===== src/rtl/i2c_bert_burst_sequencer.sv =====
// i2c_bert_burst_sequencer
// Runs a burst of cfg_count BERT transactions against the I2C BERT engine
// through a req/ack handshake. Between transactions it waits cfg_gap idle
// cycles. It counts completions and errored completions, and reports
// pass/fail with a one-cycle done pulse when the burst ends.
// Build option: define SEQ_WATCHDOG_EN to add a per-transaction watchdog
// limited by cfg_wdog. Without it, cfg_wdog is ignored and timeout stays 0.
module i2c_bert_burst_sequencer #(
    parameter int unsigned COUNT_W = 16,
    parameter int unsigned GAP_W   = 8,
    parameter int unsigned WDOG_W  = 12
) (
    input  logic               clk,
    input  logic               rst,
    input  logic               start,
    input  logic               abort,
    input  logic [COUNT_W-1:0] cfg_count,
    input  logic [GAP_W-1:0]   cfg_gap,
    input  logic [WDOG_W-1:0]  cfg_wdog,
    output logic               eng_req,
    input  logic               eng_ack,
    input  logic               eng_done,
    input  logic               eng_err,
    output logic               busy,
    output logic               done,
    output logic               status_ok,
    output logic               timeout,
    output logic [COUNT_W-1:0] tx_count,
    output logic [COUNT_W-1:0] err_count
);

    typedef enum logic [2:0] {
        S_IDLE,
        S_ISSUE,
        S_WAIT,
        S_GAP,
        S_FIN
    } state_t;

    state_t             state_q, state_d;
    logic [COUNT_W-1:0] count_q, count_d;
    logic [GAP_W-1:0]   gap_q, gap_d;
    logic [GAP_W-1:0]   gap_cnt_q, gap_cnt_d;
    logic [COUNT_W-1:0] tx_q, tx_d;
    logic [COUNT_W-1:0] err_q, err_d;
    logic               status_ok_q, status_ok_d;

    // Temporaries used while resolving a transaction completion.
    logic               complete;
    logic [COUNT_W-1:0] tx_inc;
    logic [COUNT_W-1:0] err_inc;

`ifdef SEQ_WATCHDOG_EN
    logic [WDOG_W-1:0]  wdog_q, wdog_d;
    logic [WDOG_W-1:0]  wdog_cnt_q, wdog_cnt_d;
    logic               timeout_q, timeout_d;
`else
    logic               unused_wdog;
    assign unused_wdog = ^cfg_wdog;
`endif

    // Next-state, counter, and result logic.
    always_comb begin
        state_d     = state_q;
        count_d     = count_q;
        gap_d       = gap_q;
        gap_cnt_d   = gap_cnt_q;
        tx_d        = tx_q;
        err_d       = err_q;
        status_ok_d = status_ok_q;
        complete    = 1'b0;
`ifdef SEQ_WATCHDOG_EN
        wdog_d      = wdog_q;
        wdog_cnt_d  = wdog_cnt_q;
        timeout_d   = timeout_q;
`endif
        tx_inc  = tx_q + COUNT_W'(1);
        err_inc = (eng_err && (err_q != '1)) ? err_q + COUNT_W'(1) : err_q;

        case (state_q)
            S_IDLE: begin
                if (start) begin
                    count_d     = cfg_count;
                    gap_d       = cfg_gap;
                    tx_d        = '0;
                    err_d       = '0;
                    status_ok_d = 1'b0;
`ifdef SEQ_WATCHDOG_EN
                    wdog_d      = cfg_wdog;
                    timeout_d   = 1'b0;
`endif
                    if (cfg_count == '0) begin
                        state_d     = S_FIN;
                        status_ok_d = 1'b1;
                    end else begin
                        state_d = S_ISSUE;
                    end
                end
            end
            S_ISSUE: begin
                if (abort) begin
                    state_d     = S_FIN;
                    status_ok_d = 1'b0;
                end else if (eng_ack) begin
                    // A done in the same cycle as the ack finishes the transaction now.
                    if (eng_done) begin
                        complete = 1'b1;
                    end else begin
                        state_d = S_WAIT;
`ifdef SEQ_WATCHDOG_EN
                        wdog_cnt_d = '0;
`endif
                    end
                end
            end
            S_WAIT: begin
                if (abort) begin
                    state_d     = S_FIN;
                    status_ok_d = 1'b0;
                end else if (eng_done) begin
                    complete = 1'b1;
`ifdef SEQ_WATCHDOG_EN
                end else if ((wdog_q != '0) && (wdog_cnt_q == wdog_q - WDOG_W'(1))) begin
                    timeout_d   = 1'b1;
                    state_d     = S_FIN;
                    status_ok_d = 1'b0;
                end else begin
                    wdog_cnt_d = wdog_cnt_q + WDOG_W'(1);
`endif
                end
            end
            S_GAP: begin
                if (abort) begin
                    state_d     = S_FIN;
                    status_ok_d = 1'b0;
                end else if (gap_cnt_q == '0) begin
                    state_d = S_ISSUE;
                end else begin
                    gap_cnt_d = gap_cnt_q - GAP_W'(1);
                end
            end
            S_FIN: begin
                state_d = S_IDLE;
            end
            default: begin
                state_d = S_IDLE;
            end
        endcase

        // Result is decided on entry to FIN, so status_ok is valid with done.
        if (complete) begin
            tx_d  = tx_inc;
            err_d = err_inc;
            if (tx_inc == count_q) begin
                state_d     = S_FIN;
                status_ok_d = (err_inc == '0);
            end else if (gap_q == '0) begin
                state_d = S_ISSUE;
            end else begin
                state_d   = S_GAP;
                gap_cnt_d = gap_q - GAP_W'(1);
            end
        end
    end

    // State and counter registers with synchronous reset.
    always_ff @(posedge clk) begin
        if (rst) begin
            state_q     <= S_IDLE;
            count_q     <= '0;
            gap_q       <= '0;
            gap_cnt_q   <= '0;
            tx_q        <= '0;
            err_q       <= '0;
            status_ok_q <= 1'b0;
`ifdef SEQ_WATCHDOG_EN
            wdog_q      <= '0;
            wdog_cnt_q  <= '0;
            timeout_q   <= 1'b0;
`endif
        end else begin
            state_q     <= state_d;
            count_q     <= count_d;
            gap_q       <= gap_d;
            gap_cnt_q   <= gap_cnt_d;
            tx_q        <= tx_d;
            err_q       <= err_d;
            status_ok_q <= status_ok_d;
`ifdef SEQ_WATCHDOG_EN
            wdog_q      <= wdog_d;
            wdog_cnt_q  <= wdog_cnt_d;
            timeout_q   <= timeout_d;
`endif
        end
    end

    assign eng_req   = (state_q == S_ISSUE);
    assign busy      = (state_q == S_ISSUE) || (state_q == S_WAIT) || (state_q == S_GAP);
    assign done      = (state_q == S_FIN);
    assign status_ok = status_ok_q;
    assign tx_count  = tx_q;
    assign err_count = err_q;
`ifdef SEQ_WATCHDOG_EN
    assign timeout   = timeout_q;
`else
    assign timeout   = 1'b0;
`endif

endmodule


===== config.mk =====
export PLATFORM = sky130hd
export DESIGN_NAME = i2c_bert_burst_sequencer
export DESIGN_NICKNAME = d
export VERILOG_FILES = /design/src/rtl/i2c_bert_burst_sequencer.sv
export SDC_FILE = /design/constraint.sdc
export NUM_CORES = 1
export LEC_CHECK = 0
export CAP_MARGIN = 20
export CELL_PAD_IN_SITES_DETAIL_PLACEMENT = 1
export CELL_PAD_IN_SITES_GLOBAL_PLACEMENT = 1
export CORE_ASPECT_RATIO = 1.4
export CORE_UTILIZATION = 42
export CTS_BUF_LIST = sky130_fd_sc_hd__clkbuf_4
export CTS_CLUSTER_DIAMETER = 120
export DETAILED_ROUTE_END_ITERATION = 16
export GPL_ROUTABILITY_DRIVEN = 0
export PLACE_DENSITY_LB_ADDON = 0.05
export SLEW_MARGIN = 30
export SYNTH_ARGS = -nofsm -noshare
export SYNTH_HDL_FRONTEND = slang
export SYNTH_SLANG_ARGS = --single-unit

===== constraint.sdc =====
create_clock -name clk -period 8.6 [get_ports clk]
set_input_delay 1.29 -clock clk [delete_from_list [all_inputs] [get_ports clk]]
set_output_delay 1.29 -clock clk [all_outputs]
set_load 0.005 [all_outputs]

==> results.json, run 1 <==
{
  "insertion_delay_ns": 0.42,
  "grt_pass1_vias": 4381,
  "yosysTopAreaCell": "dfxtp_1",
  "fmax_ghz": 0.2707,
  "top_layer_used": "met4",
  "yosys-top-cells-area": "dfxtp_1 (32%), nand2_1 (8.5%), a21oi_1 (6.9%)",
  "rsz0062_at_grt": "no",
  "hpwlAfterDp_um": 9194,
  "worstSetupPathType": "primary input to register",
  "drv_cap": 0,
  "fill_cells": 1268,
  "synth_flop_cell": "dfxtp_1",
  "grt-ovfl-total": 0,
  "cts_tree": "built",
  "via_per_inst": 5.854,
  "grt_max_degree": 67,
  "setup_viol": 0,
  "final_util_pct": 51.29,
  "r2r_end": "state_q[0]$_SDFFE_PP0P_",
  "wl_met3_um": 410,
  "setup_ws_ns": 4.906,
  "vias": 4385,
  "dieArea_um2": 10550,
  "crit_path_end_kind": "register",
  "cts_root_buf": "clkbuf_4",
  "wl_per_cell_um": 16.95,
  "antenna_found_initial": 0,
  "drc": 0,
  "p_leak_nw": 1.726,
  "final_cell_mix": "nand2_1 (97), dfxtp_1 (68), clkdlybuf4s50_1 (65)",
  "design.core.area_um2": 9899,
  "die_w_um": 87.11,
  "ys_ff_latch": 68,
  "met2_wirelength_um": 6555,
  "whs_path_depth": 2,
  "max_slew.worst_pin.slew_ns": 0.9586,
  "status": "finished clean",
  "ant_nets": 0,
  "nNetsFinal": 657,
  "ys_types": 69,
  "holdWs_ns": 0.4810,
  "ys_seq_area_share_pct": 31.96,
  "drive_above_1_share_pct": 6.352,
  "fin_crit_sh_pct": 42.95,
  "start_util_pct": 43.02,
  "totalWireLength_um": 12700,
  "power.density_nw_per_um2": 195.1,
  "syn_nets": 613,
  "dr.first_iter.drc_count": 172,
  "cts_max_path_buffers": 2,
  "hold_viol": 0,
  "post_cts_resized": 0,
  "track_usage_pct": 25.14,
  "drt-met1-wl_um": 5524,
  "total_power_uw": 990.8,
  "crit_required_ns": 8.94,
  "path_clk_slew_ns": 0.12,
  "worstHoldStart": "count_q[11]$_SDFFE_PP0P_",
  "cts.sinks": 68,
  "synth_edf_count": 0,
  "io_buffers": 66,
  "post_cts_buffers": 0,
  "cts_buffers": 9,
  "crit_arrival_ns": 4.03,
  "r2r-start": "tx_count[0]$_SDFFE_PP0P_",
  "slew_viol_final": 0,
  "cts_hold_buf": 0,
  "ios": 80,
  "setup_tns_ns": 0,
  "r2r_setup_slack_ns": 5.20,
  "place_ws_ns": 4.540,
  "clock-skew-final_ns": 0.01562,
  "dr.pass1.iters": 4,
  "htree_levels": 3,
  "syn_area_um2": 4259,
  "syn_area_per_cell_um2": 7.538,
  "die_h_um": 121.2,
  "synth_top_area_share_pct": 31.96,
  "syn_to_final_growth_pct": 19.21,
  "mostFrequentLayoutCell": "nand2_1",
  "worst-r2r-cell-count": 8,
  "holdPathEnd": "count_q[11]$_SDFFE_PP0P_",
  "hp-class": "register to register",
  "grt_pass1_wl_um": 20810,
  "critPathLaunchType": "primary input",
  "worstPathMaxFanout": 8,
  "slew_headroom_pct": 35.94,
  "placementRows": 43,
  "diodes": 0,
  "synth-async-reset-ratio_pct": 0,
  "yosys_warnings": 0,
  "max-vdd-ir-drop_mv": 0.09122,
  "min_period_ns": 3.694,
  "synth_cells": 565
}
metrics by stage:
| step | instances | instance area [µm²] |
|---|---|---|
| final | 749 | 5077 |
| after global routing | 749 | 5077 |
| after CTS | 749 | 5070 |
| after detailed placement | 733 | 4911 |
| after global placement | 733 | 4911 |
| after floorplan | 565 | 4259 |
kinds of logic after synthesis:
| logic type | count (synthesis) | synth area share (%) |
|---|---|---|
| AOI/OAI and AO/OA | 146 | 21.89 |
| muxes | 5 | 1.293 |
| and+or+nand+nor | 260 | 30.73 |
| adders and majority gates | 5 | 1.469 |
| DFF | 68 | 31.96 |
| xor gates and xnor gates | 35 | 7.197 |
| other | 1 | 0.08805 |
| buffers and inverters | 45 | 5.376 |
Yosys cell counts (all sizes together), types with 4 or more instances:
cell / number
a211oi: 8
a21oi: 59
a311oi: 8
a31oi: 6
and2: 4
and3: 10
buf: 7
clkbuf: 29
dfxtp: 68
ha: 5
inv: 9
mux2: 4
nand2: 97
nand3: 23
nand4: 9
nor2: 54
nor3: 18
nor3b: 4
nor4: 17
o21ai: 27
o31ai: 4
or3: 4
xnor2: 19
xor2: 16
per-layer routing:
layer  vias up  track usage (%)
met1      2148            28.86
met4         0            7.992
met3        18            4.626
li1       2132                -
met5         -                0
met2        87            46.21
state kept, by name, indices dropped and copies added, names as in the netlist:
| signal | cells |
|---|---|
| status_ok | 1 |
| count_q | 16 |
| state_q | 3 |
| err_count | 16 |
| gap_q | 8 |
| tx_count | 16 |
| gap_cnt_q | 8 |
cell type report:
| class | count | area [µm²] | area share, % |
|---|---|---|---|
| multi-input cells | 452 | 2676 | 52.71 |
| flip-flops and latches | 68 | 1361 | 26.81 |
| repair buffers | 69 | 678.2 | 13.36 |
| well taps | 135 | 168.9 | 3.327 |
| clock buffers | 11 | 82.58 | 1.626 |
| clock inverters | 5 | 76.32 | 1.503 |
| inverters | 9 | 33.78 | 0.6654 |
report_power, final:
group | internal, mW | total (mW) | switching, mW
Combinational | 0.138 | 0.357 | 0.218
Clock | 0.123 | 0.240 | 0.117
Sequential | 0.351 | 0.394 | 0.0428
worst max-delay path by stage:
stage                           endpoint  cells after the start     from
floorplan           status_ok$_SDFF_PP0_                      7  eng_err
global placement    status_ok$_SDFF_PP0_                      8  eng_err
detailed placement  status_ok$_SDFF_PP0_                      8  eng_err
CTS                 status_ok$_SDFF_PP0_                      8  eng_err
global route        status_ok$_SDFF_PP0_                      8  eng_err
finish              status_ok$_SDFF_PP0_                      8  eng_err
worst max-delay path, cell delays in order:
cell,delay [ns]
clkdlybuf4s50_1,0.57
nand2_1,0.15
nor3_2,0.29
nor3b_4,0.42
nand3_1,0.12
a2111o_1,0.45
or4_1,0.55
o31ai_1,0.20
Note: power is estimated with default switching activity, not from simulation.
==> inputs of run 2 (changes only) <==
- CORE_UTILIZATION: 42 -> 36
- clock period: 8.6 -> 3.3 ns (I/O delays scaled with it)
==> results.json, run 2 (synthesis results as in run 1) <==
{
  "holdWs_ns": 0.4718,
  "critPathLaunchType": "register",
  "max-vdd-ir-drop_mv": 0.2602,
  "grt-ovfl-total": 0,
  "grt_pass1_vias": 4494,
  "crit_required_ns": 3.64,
  "slew_headroom_pct": 50.85,
  "r2r_setup_slack_ns": 0.29,
  "insertion_delay_ns": 0.42,
  "die_w_um": 93.93,
  "vias": 4456,
  "setup_tns_ns": 0,
  "worstPathMaxFanout": 7,
  "nNetsFinal": 681,
  "placementRows": 46,
  "cts.sinks": 68,
  "setup_viol": 0,
  "crit_path_end_kind": "register",
  "worst-r2r-cell-count": 9,
  "io_buffers": 66,
  "fill_cells": 1420,
  "p_leak_nw": 1.842,
  "cts_hold_buf": 0,
  "clock-skew-final_ns": 0.01820,
  "holdPathEnd": "count_q[6]$_SDFFE_PP0P_",
  "drv_cap": 0,
  "dr.first_iter.drc_count": 144,
  "fin_crit_sh_pct": 91.11,
  "max_slew.worst_pin.slew_ns": 0.7354,
  "dieArea_um2": 12280,
  "seqCellArea_um2": 1361,
  "post_cts_resized": 0,
  "fmax_ghz": 0.3326,
  "rsz0062_at_grt": "no",
  "crit_arrival_ns": 3.35,
  "via_per_inst": 5.698,
  "drc": 0,
  "htree_levels": 3,
  "r2r_end": "status_ok$_SDFF_PP0_",
  "worstSetupPathType": "register to register",
  "whs_path_depth": 2,
  "hpwlAfterDp_um": 10140,
  "mostFrequentLayoutCell": "nand2_1",
  "final_area_um2": 5259,
  "worstHoldStart": "count_q[6]$_SDFFE_PP0P_",
  "ant_nets": 0,
  "post_cts_buffers": 0,
  "multi_input_area_um2": 2670,
  "path_clk_slew_ns": 0.12,
  "wl_per_cell_um": 17.42,
  "final_util_pct": 45.91,
  "grt_max_degree": 48,
  "place_area_um2": 5102,
  "hold_viol": 0,
  "min_period_ns": 3.007,
  "slew_viol_final": 0,
  "antenna_found_initial": 1,
  "design.core.area_um2": 11450,
  "cts_root_buf": "clkbuf_4",
  "dr.pass1.iters": 6,
  "drive_above_1_share_pct": 9.733,
  "r2r-start": "err_count[0]$_SDFFE_PP0P_",
  "totalWireLength_um": 13630,
  "start_util_pct": 37.19,
  "grt_pass1_wl_um": 22410,
  "cts_buffers": 9,
  "track_usage_pct": 23.33,
  "cts_max_path_buffers": 2,
  "power.density_nw_per_um2": 498.4,
  "status": "finished clean",
  "ios": 80,
  "die_h_um": 130.7,
  "cts_tree": "built",
  "final_cell_mix": "nand2_1 (97), dfxtp_1 (68), clkdlybuf4s50_1 (65)",
  "syn_to_final_growth_pct": 23.47,
  "hp-class": "register to register"
}
[run 2: changes by cell type in the layout (fill, tap and decap cells not counted)]
cell,previous run,this run
a2111oi_0,2,1
clkinv_1,1,0
clkinv_2,1,2
o41ai_1,2,3
clkbuf_4,11,10
o41ai_2,1,0
diode_2,0,1
buf_4,3,27
a2111oi_1,0,1
[run 2: worst max path at each step]
stage	from	endpoint	cells after the start
after floorplan	tx_count[0]$_SDFFE_PP0P_	state_q[0]$_SDFFE_PP0P_	8
after global placement	eng_err	status_ok$_SDFF_PP0_	8
after detailed placement	eng_err	status_ok$_SDFF_PP0_	8
after CTS	err_count[0]$_SDFFE_PP0P_	status_ok$_SDFF_PP0_	9
after global routing	err_count[0]$_SDFFE_PP0P_	status_ok$_SDFF_PP0_	9
final	err_count[0]$_SDFFE_PP0P_	status_ok$_SDFF_PP0_	9
[run 2: power breakdown]
group	switching (mW)	internal (mW)
Sequential	0.111	0.914
Clock	0.308	0.309
Combinational	0.583	0.395
[run 2: critical path, cell delays in order (launching register included)]
cell	delay [ns]
dfxtp_1	0.45
ha_1	0.24
nand2_1	0.12
buf_4	0.17
nor3_1	0.44
o211a_1	0.28
a21oi_1	0.08
a2111o_1	0.38
or4_1	0.55
o31ai_1	0.20
[run 2: cell type report]
| cell class | count | area share, % |
|---|---|---|
| multi-input cells | 452 | 50.77 |
| repair buffers | 93 | 16.32 |
| flip-flops and latches | 68 | 25.89 |
| well taps | 144 | 3.426 |
| clock buffers | 10 | 1.428 |
| diodes | 1 | 0.04759 |
| inverters | 9 | 0.6424 |
| clock inverters | 5 | 1.475 |
[run 2: stage by stage]
step	power, mW	setup WS, ns	cells
floorplan	1.687	0.4990	565
global placement	1.999	0.2248	766
detailed placement	2.037	0.1147	766
CTS	2.662	0.2748	781
global route	2.823	0.07096	782
finish	2.621	0.2932	782
[run 2: routing by layer]
| layer | GRT usage [%] | vias up | routed length, µm |
|---|---|---|---|
| li1 | - | 2177 | - |
| met3 | 3.877 | 20 | 420 |
| met5 | 0 | - | 0 |
| met2 | 42.12 | 81 | 6997 |
| met1 | 27.67 | 2178 | 5924 |
| met4 | 8.145 | 0 | 283 |
